`config.mk`:
```
export PLATFORM = sky130hd
export DESIGN_NAME = pc_fetch_unit
export DESIGN_NICKNAME = d
export VERILOG_FILES = /design/src/rtl/pc_fetch_unit.sv
export SDC_FILE = /design/constraint.sdc
export NUM_CORES = 1
export LEC_CHECK = 0
export CORE_ASPECT_RATIO = 0.8
export CORE_UTILIZATION = 43
export CTS_CLUSTER_DIAMETER = 30
export CTS_CLUSTER_SIZE = 14
export DETAILED_ROUTE_END_ITERATION = 7
export GPL_TIMING_DRIVEN = 0
export HOLD_SLACK_MARGIN = 0.12
export PLACE_DENSITY = 0.95
export SYNTH_ARGS = -nofsm -noshare
export SYNTH_HDL_FRONTEND = slang
export SYNTH_SLANG_ARGS = --single-unit
```
`constraint.sdc`:
```
create_clock -name clk -period 4 [get_ports clk]
set_input_delay 0.4 -clock clk [delete_from_list [all_inputs] [get_ports clk]]
set_output_delay 0.4 -clock clk [all_outputs]
set_load 0.01 [all_outputs]
```
`src/rtl/pc_fetch_unit.sv`:
```
// Program-counter and instruction-fetch stage: req/gnt/rvalid fetch, valid/ready issue.
// Optional stall counter output enabled by defining PC_FETCH_STALL_CNT_EN.
module pc_fetch_unit #(
   parameter int ADDR_WIDTH  = 11,
   parameter int INSTR_WIDTH = 16
) (
   input  logic                   clk,
   input  logic                   rst_n,
   input  logic [ADDR_WIDTH-1:0]  next_pc_in,
   input  logic                   pc_load,
   input  logic                   halt,
   output logic [ADDR_WIDTH-1:0]  pc_out,
   output logic [ADDR_WIDTH-1:0]  pc_inc_out,
   output logic                   imem_req,
   output logic [ADDR_WIDTH-1:0]  imem_addr,
   input  logic                   imem_gnt,
   input  logic                   imem_rvalid,
   input  logic [INSTR_WIDTH-1:0] imem_rdata,
   output logic                   instr_valid,
   output logic [INSTR_WIDTH-1:0] instr_out,
   input  logic                   instr_ready
`ifdef PC_FETCH_STALL_CNT_EN
   ,
   output logic [15:0]            stall_cnt
`endif
);

   typedef enum logic [1:0] {
      S_REQ    = 2'd0,
      S_WAIT   = 2'd1,
      S_ISSUE  = 2'd2,
      S_HALTED = 2'd3
   } state_t;

   localparam logic [ADDR_WIDTH-1:0] PC_ONE = ADDR_WIDTH'(1);

   state_t                 state_r, state_s;
   logic [ADDR_WIDTH-1:0]  pc_r, pc_s, pc_inc_s;
   logic [INSTR_WIDTH-1:0] instr_r, instr_s;
   logic                   flush_r, flush_s;
   logic                   req_r, valid_r;
   logic                   grant_s;

   // A grant only counts while the request is actually visible on the bus.
   assign grant_s    = req_r & imem_gnt;
   assign pc_inc_s   = pc_r + PC_ONE;
   assign pc_out     = pc_r;
   assign pc_inc_out = pc_inc_s;
   assign imem_addr  = pc_r;
   assign imem_req   = req_r;
   assign instr_valid = valid_r;
   assign instr_out  = instr_r;

   // Next-state, next-PC, capture and flush decisions.
   always_comb begin
      state_s = state_r;
      pc_s    = pc_r;
      instr_s = instr_r;
      flush_s = flush_r;
      case (state_r)
         S_REQ: begin
            if (pc_load) begin
               pc_s = next_pc_in;
            end else begin
               pc_s = pc_r;
            end
            if (grant_s) begin
               state_s = S_WAIT;
               flush_s = pc_load;
            end else begin
               state_s = S_REQ;
            end
         end
         S_WAIT: begin
            if (pc_load) begin
               pc_s = next_pc_in;
            end else begin
               pc_s = pc_r;
            end
            if (imem_rvalid) begin
               if (flush_r || pc_load) begin
                  flush_s = 1'b0;
                  state_s = S_REQ;
               end else begin
                  instr_s = imem_rdata;
                  state_s = S_ISSUE;
               end
            end else if (pc_load) begin
               flush_s = 1'b1;
            end else begin
               state_s = S_WAIT;
            end
         end
         S_ISSUE: begin
            if (instr_ready) begin
               pc_s    = pc_load ? next_pc_in : pc_inc_s;
               state_s = halt ? S_HALTED : S_REQ;
            end else if (pc_load) begin
               pc_s    = next_pc_in;
               state_s = S_REQ;
            end else begin
               state_s = S_ISSUE;
            end
         end
         S_HALTED: begin
            if (pc_load) begin
               pc_s = next_pc_in;
            end else begin
               pc_s = pc_r;
            end
            if (!halt) begin
               state_s = S_REQ;
            end else begin
               state_s = S_HALTED;
            end
         end
         default: begin
            state_s = S_REQ;
         end
      endcase
   end

   // State registers; req/valid are registered from the next state so they stay low in reset.
   always_ff @(posedge clk or negedge rst_n) begin
      if (!rst_n) begin
         state_r <= S_REQ;
         pc_r    <= '0;
         instr_r <= '0;
         flush_r <= 1'b0;
         req_r   <= 1'b0;
         valid_r <= 1'b0;
      end else begin
         state_r <= state_s;
         pc_r    <= pc_s;
         instr_r <= instr_s;
         flush_r <= flush_s;
         req_r   <= (state_s == S_REQ);
         valid_r <= (state_s == S_ISSUE);
      end
   end

`ifdef PC_FETCH_STALL_CNT_EN
   logic [15:0] stall_r;
   logic        stall_ev_s;

   assign stall_ev_s = (valid_r & ~instr_ready) | (req_r & ~imem_gnt);
   assign stall_cnt  = stall_r;

   // Saturating count of decoder back-pressure and ungranted request cycles.
   always_ff @(posedge clk or negedge rst_n) begin
      if (!rst_n) begin
         stall_r <= 16'd0;
      end else if (stall_ev_s && (stall_r != 16'hFFFF)) begin
         stall_r <= stall_r + 16'd1;
      end else begin
         stall_r <= stall_r;
      end
   end
`endif

endmodule
```
==> flow_summary.yaml <==
worst_setup_path:
  crit_required_ns: 3.60
  r2r_slack_ns: 2.19
  endpoint: "pc_inc_out[10]"
  critPathTopFamily: "simple AND/OR/NAND/NOR gates"
  worstPathArrival_ns: 2.45
  reg2reg_to: "instr_out[14]$_DFFE_PN0P_"
  cp_num_cells: 6
  startpoint_type: "flop"
  endpoint_kind: "output pin"
  slowest_stage: "clkdlybuf4s50_1"
  rr_startpoint: "state_r[1]$_DFF_PN0_"
  criticalPathCategory: "flop to output pin"
  cp_num_buf_inv: 1
  crit_path_start: "imem_addr[0]$_DFF_PN0_"
  rr_worst_depth: 4
  critPathMaxStageDelay_ns: 0.55
  crit_chain: "ha_1 > nand3_2 > or2_2 > nor2_1 > xor2_1 > clkdlybuf4s50_1"
  worst-path-max-fanout: 8
power:
  p_leak_nw: 1.103
  ir_drop_mv: 0.4857
  power.density_mw_per_mm2: 531.4
yosys:
  ys_warn_count: 0
  yosys.area_share.adder_pct: 0.7402
  avgSynthCellArea_um2: 10.84
  synth_compound_area_share_pct: 6.070
  yosys.area_share.simple_pct: 13.99
  synth_cells: 156
  netlist_area_mm2: 0.001690
  synth_top_family_by_area: "simple AND/OR/NAND/NOR gates"
  synth-xor-area-share_pct: 9.845
  synth_seq_cells: 32
  synth-seq-area-share_pct: 47.37
  synthMuxAreaShare_pct: 13.25
  synth_cell_types: 31
  synth_nets: 191
routing:
  wl_per_cell_um: 14.03
  dr.pass1.iters: 4
  drc: 0
  totalWireLength_um: 4195
  viasPerCell: 4.933
  vias: 1475
  ant_nets: 0
  dr.first_iter.drc_count: 65
run_status:
  status: "completed"
sta:
  rsz0062_at_grt: "false"
  clock_skew_ns: 0.001442
  tns_ns: 0
  max_clock_freq_mhz: 351.1
  slew_viol_final: 0
  setup_viol: 0
  min_period_ns: 2.848
  min_period_over_period_pct: 71.21
  worst-slew-pin-transition_ns: 0.7070
  slew_headroom_pct: 52.87
  fin_ws_ns: 1.152
  finalHoldViolCount: 0
clocking:
  cts_sinks: 32
  worstSkewPairLatency_ns: 0.28
  cts_resized: 0
  numCtsBuffers: 5
  cts_setup_buffers: 0
  cts_tree: "yes"
  clk_pin_slew_worst_paths_ns: 0.07
  root_buffer: "clkbuf_8"
  cts_max_path_buffers: 2
  hold_buffers: 0
  htree_levels: 2
place:
  hpwl_um: 3141
  io_buffer_count: 83
  pre_cts_slack_ns: 1.451
  gp_congestion: 0.7391
global_route:
  grt_overflow: 0
  grt_pass1_vias: 1514
  grt_usage_pct: 22.09
  antenna_found_initial: 0
  grt_pass1_wl_um: 6920
  grt_max_degree: 33
floorplanning:
  num_io_pins: 85
  fp-row-count: 19
  core_mm2: 0.003590
  die-area_mm2: 0.004188
  die_width_um: 72.10
  start_util_pct: 47.09
  die_h_um: 58.08
cells_and_area:
  layout_common_cells: "clkdlybuf4s50_1, dfrtp_1, nand2_1, xnor2_1, o21ai_0"
  drive_gt1_share_pct: 18.62
  antenna_cells: 0
  fin_nets: 281
  area_growth_pct: 58.48
  final_common_cell: "clkdlybuf4s50_1"
flow_run:
  cap_violations: 0
hold_path:
  min_path_type: "primary input to asynchronous set/reset pin"
==> routing by layer <==
layer	GRT usage, %	part of all wire, %	vias to the layer above
li1	-	-	698
met1	26.93	42	704
met2	37.65	50	65
met3	5.739	5.9	8
met4	8.683	1.7	0
met5	0	0	-
==> worst min-delay path by stage <==
stage	startpoint	endpoint	slack, ns	cells past startpoint
floorplan	rst_n	flush_r$_DFFE_PN0P_	0.10	0
detailed placement	rst_n	instr_out[11]$_DFFE_PN0P_	0.49	1
finish	rst_n	instr_out[8]$_DFFE_PN0P_	0.16	1
global placement	instr_out[9]$_DFFE_PN0P_	instr_out[9]$_DFFE_PN0P_	0.49	1
global route	rst_n	instr_out[11]$_DFFE_PN0P_	0.21	1
CTS	rst_n	instr_out[8]$_DFFE_PN0P_	0.18	1
==> report_power, final <==
group | leakage [nW] | total (mW) | switching (mW) | internal (mW)
combinational | 0.670 | 0.630 | 0.230 | 0.400
sequential | 0.389 | 0.529 | 0.0916 | 0.438
clock | 0.0434 | 0.264 | 0.125 | 0.139
total | 1.10 | 1.42 | 0.446 | 0.978
==> registers in the layout (all words and copies together), names as in the netlist <==
signal,flops
flush_r,1
instr_valid,1
instr_out,16
imem_req,1
state_r,2
imem_addr,11
==> metrics by stage <==
stage | hold WS, ns | cell area [um2] | instances | total power [mW] | utilization [%]
CTS | 0.1837 | 2679 | 299 | 1.433 | 74.63
detailed placement | 0.4918 | 2581 | 291 | 1.162 | 71.91
finish | 0.1633 | 2679 | 299 | 1.424 | 74.63
global route | 0.2137 | 2679 | 299 | 1.499 | 74.63
global placement | 0.4891 | 2586 | 291 | 1.136 | 72.05
floorplan | 0.1044 | 1690 | 156 | 0.8209 | -
==> cells by family after synthesis <==
family	Yosys count
fa+ha+maj	1
buf+inv	22
xor+xnor	19
simple gates	46
flops	32
compound gates	19
mux	17
==> area by class of cell <==
cell class | instances | area (um2)
multi-input combinational | 102 | 742.0
timing repair buffer | 83 | 825.8
buffer | 18 | 132.6
sequential | 32 | 800.8
clock inverter | 2 | 15.01
fill | 261 | 910.9
clock buffer | 6 | 82.58
inverter | 4 | 15.01
tap | 52 | 65.06
==> synthesized netlist by cell type <==
library cell / count / share of area [%]
a21oi_1: 4 / 1.2
a221oi_1: 1 / 0.52
a31oi_1: 1 / 0.37
and3b_1: 1 / 0.52
and4_1: 1 / 0.52
buf_2: 3 / 0.89
buf_4: 11 / 4.9
buf_6: 1 / 0.67
buf_8: 1 / 0.89
clkbuf_1: 1 / 0.22
clkbuf_2: 1 / 0.30
dfrtp_1: 32 / 47
ha_1: 1 / 0.74
inv_1: 4 / 0.89
mux2_2: 7 / 4.7
mux2_4: 9 / 8.0
mux2i_1: 1 / 0.59
nand2_1: 17 / 3.8
nand3_1: 4 / 1.2
nand3_2: 1 / 0.59
nand3b_1: 1 / 0.44
nand4_1: 2 / 0.74
nor2_1: 10 / 2.2
nor3_1: 3 / 0.89
nor4_1: 3 / 1.1
nor4_4: 1 / 1.3
o21ai_0: 12 / 3.6
o31ai_1: 1 / 0.44
or2_2: 2 / 0.74
xnor2_1: 13 / 6.7
xor2_1: 6 / 3.1
(Power assumes the default switching activity.)
